**src/rtl/adat_pkg.sv**
```systemverilog
// Shared types and frame-geometry constants for the ADAT deframer.
package adat_pkg;

    localparam int unsigned ADAT_CHANNELS           = 8;
    localparam int unsigned ADAT_NIBBLES_PER_SAMPLE = 6;
    localparam int unsigned ADAT_SAMPLE_WIDTH       = 24;
    localparam int unsigned ADAT_USER_BITS          = 4;

    typedef enum logic [2:0] {
        StHunt   = 3'd0,
        StUser   = 3'd1,
        StSep    = 3'd2,
        StNibble = 3'd3,
        StGap    = 3'd4
    } deframer_state_e;

endpackage

```
**src/rtl/adat_frame_deframer.sv**
```systemverilog
// ADAT frame deframer: locks to the sync gap, splits each frame into user bits
// and eight 24-bit samples, and flags structural errors and input stalls.
module adat_frame_deframer
    import adat_pkg::*;
#(
    parameter int unsigned SYNC_ZEROS_MIN = 10,
    parameter int unsigned SYNC_ZEROS_MAX = 11,
    parameter int unsigned STALL_TIMEOUT  = 8
) (
    input  logic        clk_i,
    input  logic        rst_i,
    input  logic        data_i,
    input  logic        valid_i,
    input  logic        sync_i,
    output logic [23:0] sample_o,
    output logic [2:0]  channel_o,
    output logic        sample_valid_o,
    output logic [3:0]  user_bits_o,
    output logic        frame_valid_o,
    output logic        locked_o,
    output logic        frame_error_o
);

    localparam int unsigned ZCNT_W  = 5;
    localparam int unsigned STALL_W = $clog2(STALL_TIMEOUT + 1);
    localparam logic [ZCNT_W-1:0] ZMIN = ZCNT_W'(SYNC_ZEROS_MIN);
    localparam logic [ZCNT_W-1:0] ZMAX = ZCNT_W'(SYNC_ZEROS_MAX);
    localparam logic [2:0] LAST_NIB = 3'(ADAT_NIBBLES_PER_SAMPLE - 1);
    localparam logic [2:0] LAST_CH  = 3'(ADAT_CHANNELS - 1);

    deframer_state_e        state_q;
    logic [ZCNT_W-1:0]      zcnt_q;
    logic [ZCNT_W-1:0]      zcnt_inc_d;
    logic                   sync_last_q;
    logic [1:0]             bit_cnt_q;
    logic [2:0]             nib_idx_q;
    logic [2:0]             ch_idx_q;
    logic                   last_nib_q;
    logic [ADAT_SAMPLE_WIDTH-2:0] sample_shift_q;
    logic [ADAT_USER_BITS-1:0]    user_shadow_q;
    logic [STALL_W-1:0]     stall_cnt_q;

    logic in_frame;
    logic gap_over;
    logic struct_err;
    logic stall_hit;

    assign zcnt_inc_d = (&zcnt_q) ? zcnt_q : zcnt_q + ZCNT_W'(1);
    assign in_frame   = (state_q == StUser) || (state_q == StSep) || (state_q == StNibble);
    assign gap_over   = (state_q == StGap) && !data_i && (zcnt_inc_d > ZMAX);
    assign struct_err = valid_i && ((in_frame && sync_i)
                                 || (state_q == StSep && !data_i)
                                 || (state_q == StGap && data_i && zcnt_q < ZMIN)
                                 || gap_over);
    assign stall_hit  = (state_q != StHunt) && !valid_i
                     && (stall_cnt_q == STALL_W'(STALL_TIMEOUT - 1));

    // Consecutive idle cycles while locked
    always_ff @(posedge clk_i) begin
        if (rst_i || valid_i || state_q == StHunt || stall_hit) begin
            stall_cnt_q <= '0;
        end else begin
            stall_cnt_q <= stall_cnt_q + STALL_W'(1);
        end
    end

    always_ff @(posedge clk_i) begin
        if (rst_i) begin
            state_q        <= StHunt;
            zcnt_q         <= '0;
            sync_last_q    <= 1'b0;
            bit_cnt_q      <= '0;
            nib_idx_q      <= '0;
            ch_idx_q       <= '0;
            last_nib_q     <= 1'b0;
            sample_shift_q <= '0;
            user_shadow_q  <= '0;
            sample_o       <= '0;
            channel_o      <= '0;
            sample_valid_o <= 1'b0;
            user_bits_o    <= '0;
            frame_valid_o  <= 1'b0;
            locked_o       <= 1'b0;
            frame_error_o  <= 1'b0;
        end else begin
            sample_valid_o <= 1'b0;
            frame_valid_o  <= 1'b0;
            frame_error_o  <= 1'b0;
            if (valid_i && !data_i) begin
                sync_last_q <= sync_i;
            end

            if (stall_hit || struct_err) begin
                // An over-long gap keeps its count so the next '1' can re-lock at once
                frame_error_o <= 1'b1;
                locked_o      <= 1'b0;
                state_q       <= StHunt;
                if (gap_over) begin
                    zcnt_q <= zcnt_inc_d;
                end else if (valid_i && !data_i) begin
                    zcnt_q <= ZCNT_W'(1);
                end else begin
                    zcnt_q <= '0;
                end
            end else if (valid_i) begin
                unique case (state_q)
                    StHunt: begin
                        if (!data_i) begin
                            zcnt_q <= zcnt_inc_d;
                        end else if (zcnt_q >= ZMIN && sync_last_q) begin
                            state_q    <= StUser;
                            locked_o   <= 1'b1;
                            zcnt_q     <= '0;
                            bit_cnt_q  <= '0;
                            nib_idx_q  <= '0;
                            ch_idx_q   <= '0;
                            last_nib_q <= 1'b0;
                        end else begin
                            zcnt_q <= '0;
                        end
                    end
                    StUser: begin
                        user_shadow_q <= {user_shadow_q[ADAT_USER_BITS-2:0], data_i};
                        bit_cnt_q     <= bit_cnt_q + 2'd1;
                        if (bit_cnt_q == 2'd3) begin
                            state_q <= StSep;
                        end
                    end
                    StSep: begin
                        bit_cnt_q <= '0;
                        if (last_nib_q) begin
                            state_q <= StGap;
                            zcnt_q  <= '0;
                        end else begin
                            state_q <= StNibble;
                        end
                    end
                    StNibble: begin
                        sample_shift_q <= {sample_shift_q[ADAT_SAMPLE_WIDTH-3:0], data_i};
                        bit_cnt_q      <= bit_cnt_q + 2'd1;
                        if (bit_cnt_q == 2'd3) begin
                            state_q <= StSep;
                            if (nib_idx_q == LAST_NIB) begin
                                nib_idx_q      <= '0;
                                ch_idx_q       <= ch_idx_q + 3'd1;
                                sample_o       <= {sample_shift_q, data_i};
                                channel_o      <= ch_idx_q;
                                sample_valid_o <= 1'b1;
                                last_nib_q     <= (ch_idx_q == LAST_CH);
                            end else begin
                                nib_idx_q <= nib_idx_q + 3'd1;
                            end
                        end
                    end
                    StGap: begin
                        if (!data_i) begin
                            zcnt_q <= zcnt_inc_d;
                        end else begin
                            frame_valid_o <= 1'b1;
                            user_bits_o   <= user_shadow_q;
                            state_q       <= StUser;
                            zcnt_q        <= '0;
                            bit_cnt_q     <= '0;
                            nib_idx_q     <= '0;
                            ch_idx_q      <= '0;
                            last_nib_q    <= 1'b0;
                        end
                    end
                    default: begin
                        state_q  <= StHunt;
                        locked_o <= 1'b0;
                    end
                endcase
            end
        end
    end

endmodule

```
**config.mk**
```make
export PLATFORM = sky130hd
export DESIGN_NAME = adat_frame_deframer
export DESIGN_NICKNAME = d
export VERILOG_FILES = /design/src/rtl/adat_pkg.sv /design/src/rtl/adat_frame_deframer.sv
export SDC_FILE = /design/constraint.sdc
export NUM_CORES = 1
export LEC_CHECK = 0
export BUFFER_PORTS_ARGS = -buffer_cell sky130_fd_sc_hd__buf_2
export CORE_ASPECT_RATIO = 2
export CORE_UTILIZATION = 52
export DETAILED_ROUTE_END_ITERATION = 6
export PLACE_DENSITY = 0.79
export SYNTH_ARGS = -nofsm -noshare
export SYNTH_HDL_FRONTEND = slang
export SYNTH_SLANG_ARGS = --single-unit
export TNS_END_PERCENT = 20
```
**constraint.sdc**
```tcl
create_clock -name clk_i -period 2.04 [get_ports clk_i]
set_input_delay 0.102 -clock clk_i [delete_from_list [all_inputs] [get_ports clk_i]]
set_output_delay 0.102 -clock clk_i [all_outputs]
set_load 0.005 [all_outputs]
```
==> run_results.csv, run 1 <==
group,metric,value,unit
power_and_ir_drop,power_switching,894,uW
drt,drc,0,
place,place_area,4180,um2
clock_network,cts_buffers,9,
worst_setup_path,crit_type,"flip-flop to flip-flop",
timing,setup_viol,52,
global_routing,grt_overflow,0,
synthesis,ys.flop_type,"dfxtp_1",
synthesis,synth.most_common_cell,"dfxtp_1",
hold_path,hold_class,"input port to flip-flop",
clock_network,max-clock-path-buffers,2,
power_and_ir_drop,swShare,23.9,%
global_routing,grt_max_degree,38,
worst_setup_path,cp_slowest_cell,"dfxtp_4",
timing,drv_slew,0,
synthesis,async_flop_share,0,%
place,dpl.hpwl,6.25,mm
floorplan,die-area,7180,um2
floorplan,start_util,53.6,%
cells_and_area,synthToLayoutAreaGrowth,30.7,%
worst_setup_path,cp-start-kind,"flip-flop",
drt,drt-total-wl,8.99,mm
synthesis,synth_top_area_cell,"dfxtp_1",
floorplan,num_io_pins,40,
synthesis,synth.distinct_cells,49,
power_and_ir_drop,power_density,805,nW/um2
synthesis,synth_area_leaders,"dfxtp_1 (47%), mux2i_1 (16%), nand2_1 (6.8%)",
synthesis,synth_top_area_share,47.4,%
power_and_ir_drop,seq_power_share,45.2,%
synthesis,yosys_warnings,0,
timing,fin_ws,-128,ps
cells_and_area,fin_nets,469,
power_and_ir_drop,peakVddDrop,0.718,mV
floorplan,die_x,60.4,um
drt,vias,3099,
global_routing,track_usage,26.4,%
timing,relSlewSlack,64.8,%
power_and_ir_drop,p_leak,0.00190,uW
synthesis,postSynthAreaPerCell,9.42,um2
place,gp_congestion,0.924,
global_routing,grt_pass1_wl,14.0,mm
clock_network,cts_tree,"yes",
worst_setup_path,slowest_delay,400,ps
floorplan,rows,42,
cells_and_area,num_antenna_cells,0,
timing,hold_viol,0,
timing,rsz0062_at_grt,"yes",
worst_setup_path,crit_arrival,2410,ps
power_and_ir_drop,p_comb_share,12.1,%
clock_network,insertion_delay,330,ps
clock_network,clk_pin_slew,60,ps
cells_and_area,fin_util,70.1,%
flow_run,drv_cap,0,
synthesis,synth_edf_count,0,
drt,viasPerCell,5.62,
timing,layout_min_cycle_time,2170,ps
drt,drt_iter0_drc,115,
status,violations,"setup timing",
clock_network,clock_sinks,84,
floorplan,core_area,6620,um2
worst_setup_path,crit_top_cell,"buf_12",
worst_setup_path,crit_chain,"o21ai_2, and4b_1, a311o_1, nor4b_4, and2_4, buf_12, buf_12, mux2i_2",
worst_setup_path,path_max_fanout,8,
drt,wire_per_inst,16.3,um
place,io_buffers,39,
synthesis,ys_ff_latch,84,
clock_network,htreeDepth,3,
timing,fin_crit_sh,106,%
cells_and_area,layout-drive-gt1-share,31.1,%
worst_setup_path,worstPathRequired,2290,ps
timing,tightestPinTransition,524,ps
cells_and_area,stdcell_area,4640,um2
synthesis,syn_area,3550,um2
clock_network,root_buffer,"clkbuf_16",
floorplan,dieHeight,119,um
status,status,"finished, violations left",
drt,first_pass_iters,6,
global_routing,grt_antenna_before_repair,0,
drt,ant_nets,0,
timing,fin_worst_skew,5.03,ps
timing,fmax,461,MHz
cells_and_area,nFillCells,491,
power_and_ir_drop,p_clk_share,42.8,%
power_and_ir_drop,p_int,2840,uW
synthesis,yosysSeqAreaShare,47.4,%
worst_setup_path,worstSetupEndpointType,"flip-flop",
synthesis,netlist_instances,377,
synthesis,synth_nets,388,
synthesis,ys_top_cells_by_count,"dfxtp_1 (84), nand2_1 (64), mux2i_1 (55), nor2_1 (28), a21oi_1 (19)",
global_routing,grt_pass1_vias,3119,
==> layout make-up <==
class,count,area (um2),share of cell area [%]
multi-input combinational,262,1820,39.3
clock inverter,3,46.3,0.998
timing repair buffer,91,668,14.4
inverter,10,40.0,0.863
clock buffer,13,250,5.39
sequential,84,1700,36.7
tap,88,110,2.37
==> through the flow <==
| step | power (uW) | std cells | hold WS (ps) | setup slack [ps] | TNS, ps |
|---|---|---|---|---|---|
| 3_3_place_gp | 2120 | 531 | 361 | -153 | -4580 |
| 6_report | 3740 | 551 | 41.5 | -128 | -2740 |
| 3_5_place_dp | 2130 | 531 | 369 | -195 | -4660 |
| 5_1_grt | 3870 | 551 | 45.2 | -179 | -6550 |
| 2_1_floorplan | 1970 | 377 | 238 | 2.81 | 0 |
| 4_1_cts | 3740 | 551 | 16.3 | -123 | -2290 |
==> cells by family (layout without fill, tap and decap cells) <==
kind of cell    after synthesis  count (layout)  synth area share [%]
mux                          55              55                  15.5
buf+inv                      31             117                  5.39
simple gates                141             141                  19.0
fa+ha+maj                     6               6                  2.11
compound gates               57              57                  9.91
xor+xnor                      3               3                 0.740
flops                        84              84                  47.4
==> critical path: cells and delay by family, from the launching register on <==
kind,cells,cell delay (ps)
multiplexers,1,230
buffers and inverters,2,260
AO/OA/AOI/OAI,2,470
flip-flops,1,400
AND/OR/NAND/NOR,3,720
==> layer usage <==
metal	track usage [%]	vias to the layer above	wire, um
li1	-	1484	-
met1	24.8	1487	3240
met2	48.5	90	5020
met3	5.32	38	301
met4	16.3	0	423
met5	0	-	0
==> path summary, 6_finish.rpt <==
path / start / end / slack [ps] / depth (start not counted)
min reg2reg: sample_o[4] / sample_o[4] / 450 / 2
max: zcnt_q[1] / sample_o[3] / -130 / 8
max reg2reg: zcnt_q[1] / sample_o[3] / -130 / 8
min: sync_i / sync_last_q / 40 / 3
==> repair_timing <==
item / in CTS / in global routing
setup endpoints to repair: 50 / 62
pin swaps: 6 / 11
hold buffers: 0 / 0
gates resized for setup: 21 / 20
buffers inserted: 4 / 2
==> sequential cells by signal, indices dropped and copies added (netlist names) <==
signal	cells
bit_cnt_q	2
ch_idx_q	3
channel_o	3
frame_error_o	1
frame_valid_o	1
last_nib_q	1
locked_o	1
nib_idx_q	3
sample_o	24
sample_shift_q	23
sample_valid_o	1
stall_cnt_q	4
state_q	3
sync_last_q	1
user_bits_o	4
user_shadow_q	4
zcnt_q	5
==> power groups by stage <==
stage	Sequential [uW]	Combinational, uW	Clock [uW]
4_1_cts	1680	433	1620
3_5_place_dp	1720	407	0
2_1_floorplan	1710	251	0
6_report	1690	451	1600
3_3_place_gp	1720	400	0
5_1_grt	1690	479	1700
==> layout by cell type (no fill, tap or decap), drive strengths merged, types with 2 or more instances in the layout <==
master	count
or4	2
or2	2
nand2	64
nand3b	2
nor2	29
clkinv	2
nor4	4
mux2i	55
nand4	5
a31o	3
nand3	10
clkbuf	13
o21ai	17
xnor2	2
nor3	10
a31oi	2
a32o	2
or3	4
dfxtp	84
a22oi	3
buf	91
ha	6
nand2b	2
a21oi	19
inv	9
nor3b	2
Power figures use the tool's default switching activity.
==> run 2: changes to the inputs <==
--- a/config.mk
+++ b/config.mk
@@ -8,6 +8,7 @@
 export BUFFER_PORTS_ARGS = -buffer_cell sky130_fd_sc_hd__buf_2
 export CORE_ASPECT_RATIO = 2
 export CORE_UTILIZATION = 52
+export CTS_BUF_LIST = sky130_fd_sc_hd__clkbuf_16
 export DETAILED_ROUTE_END_ITERATION = 6
 export PLACE_DENSITY = 0.79
 export SYNTH_ARGS = -nofsm -noshare
==> constraint.sdc (replaced) <==
create_clock -name clk_i -period 2.04 [get_ports clk_i]
set_input_delay 0.306 -clock clk_i [delete_from_list [all_inputs] [get_ports clk_i]]
set_output_delay 0.306 -clock clk_i [all_outputs]
set_load 0.005 [all_outputs]
==> run_results.csv, run 2 (same netlist as run 1, synthesis figures left out) <==
group,metric,value,unit
worst_setup_path,rr_startpoint,"zcnt_q[1]",
worst_setup_path,reg2reg_slack,-80,ps
global_routing,grt_max_degree,49,
clock_network,insertion_delay,330,ps
cells_and_area,largest_reg_flops,24,
place,dpl.hpwl,5.84,mm
worst_setup_path,crit_start,"zcnt_q[1]",
cells_and_area,final_cell_mix,"dfxtp_1 (76), nand2_1 (62), mux2i_1 (55)",
timing,setup_viol,37,
clock_network,root_buffer,"clkbuf_16",
hold_path,worstHoldStart,"sync_i",
power_and_ir_drop,peakVddDrop,0.896,mV
worst_setup_path,crit_type,"flip-flop to flip-flop",
worst_setup_path,r2r-end,"sample_shift_q[6]",
drt,first_pass_iters,4,
worst_setup_path,worstPathRequired,2260,ps
timing,fmax,472,MHz
cells_and_area,top_register,"sample_o",
timing,rsz0062_at_grt,"yes",
cells_and_area,synthToLayoutAreaGrowth,29.6,%
clock_network,clk_pin_slew,60,ps
timing,tightestPinTransition,426,ps
timing,drv_slew,0,
floorplan,dieHeight,119,um
floorplan,num_io_pins,40,
floorplan,start_util,53.6,%
place,io_buffers,39,
timing,whs,271,ps
worst_setup_path,crit_top_cell,"buf_6",
drt,viasPerCell,5.56,
floorplan,core_area,6620,um2
power_and_ir_drop,power_density,830,nW/um2
timing,fin_worst_skew,6.11,ps
drt,wire_per_inst,16.2,um
drt,drt-total-wl,8.86,mm
cells_and_area,layout-drive-gt1-share,29.8,%
hold_path,hold_class,"input port to flip-flop",
worst_setup_path,timing.critical_path.buf_inv,3,
cells_and_area,top_regs,"sample_o x24, sample_shift_q x23, zcnt_q x5",
floorplan,die_x,60.4,um
global_routing,grt_pass1_vias,3105,
clock_network,max-clock-path-buffers,2,
cells_and_area,fin_nets,465,
global_routing,grt_overflow,0,
drt,ant_nets,0,
global_routing,track_usage,25.3,%
timing,fin_ws,-78.9,ps
worst_setup_path,cp_slowest_cell,"dfxtp_4",
drt,vias,3039,
global_routing,grt_antenna_before_repair,0,
worst_setup_path,worstSetupEndpointType,"flip-flop",
clock_network,cts-hold-fix-buffers,0,
power_and_ir_drop,power,3820,uW
timing,fin_crit_sh,104,%
clock_network,cts_tree,"yes",
clock_network,clock_sinks,84,
worst_setup_path,path_max_fanout,5,
hold_path,hold_depth,3,
timing,layout_min_cycle_time,2120,ps
floorplan,die-area,7180,um2
worst_setup_path,reg2regPathDepth,9,
timing,relSlewSlack,71.3,%
status,status,"finished, violations left",
worst_setup_path,crit_arrival,2330,ps
clock_network,cts_buffers,9,
worst_setup_path,slowest_delay,370,ps
floorplan,rows,42,
flow_run,drv_cap,0,
global_routing,grt_pass1_wl,13.6,mm
cells_and_area,num_antenna_cells,0,
cells_and_area,layout_commonest_cell,"dfxtp_1",
place,dp_slack,-239,ps
drt,drc,0,
clock_network,htreeDepth,3,
place,gp_congestion,0.942,
worst_setup_path,crit_chain,"ha_4, o21a_1, o311a_4, buf_6, nor4_4, buf_6, buf_6, mux2i_1, nor2_1",
worst_setup_path,cp-start-kind,"flip-flop",
power_and_ir_drop,p_leak,0.00189,uW
status,violations,"setup timing",
drt,drt_iter0_drc,196,
worst_setup_path,crit_family,"compound AO/OA/AOI/OAI gates",
hold_path,whs_endpoint,"sync_last_q",
timing,hold_viol,0,
-- run 2: metrics by stage --
step | util [%] | setup TNS, ps | instances | instance area, um2
global placement | 61.4 | -6720 | 524 | 4070
detailed placement | 61.4 | -8390 | 524 | 4070
global route | 69.5 | -5780 | 547 | 4600
finish | 69.5 | -977 | 547 | 4600
floorplan | - | 0 | 377 | 3600
CTS | 67.3 | -994 | 544 | 4460
-- run 2: layout make-up --
cell class              instances  area [um2]
clock buffers                   9         225
clock inverters                 7        85.1
fillers                       504        2020
inverters                      10        42.5
multi-input cells             262        1800
flip-flops and latches         84        1700
well taps                      88         110
repair buffers                 87         631
-- run 2: how the worst max path moves through the flow --
stage / endpoint / slack, ps / depth (start not counted)
after floorplan: sample_o[19] / 3 / 10
after global placement: nib_idx_q[1] / -200 / 7
after detailed placement: nib_idx_q[1] / -240 / 7
after CTS: sample_shift_q[6] / -80 / 9
after global routing: sample_shift_q[6] / -170 / 9
final: sample_shift_q[6] / -80 / 9
-- run 2: routing by layer --
| metal | track usage (%) | vias to the layer above | wire length, um | part of all wire, % |
|---|---|---|---|---|
| met2 | 45.9 | 83 | 5130 | 58 |
| met4 | 16.1 | 0 | 368 | 4.2 |
| met5 | 0 | - | 0 | 0 |
| met3 | 5.10 | 31 | 231 | 2.6 |
| li1 | - | 1465 | - | - |
| met1 | 24.0 | 1460 | 3130 | 35 |
-- run 2: worst min-delay path, cell delays in order --
cell     delay, ps
buf_2          110
nand2_1         70
a21oi_1         60
-- run 2: report_power, final --
part           switching [uW]  total [uW]  internal (uW)
sequential               28.6        1690           1660
clock                     615        1670           1060
combinational             254         454            199
total                     898        3820           2920
-- run 2: timing repair --
action | CTS | global route
endpoints found under the setup margin | 55 | 59
pin swaps | 5 | 8
gates cloned | 1 | 1
resized for setup | 18 | 28
hold endpoints to repair | 0 | 0
setup buffers | 3 | 3
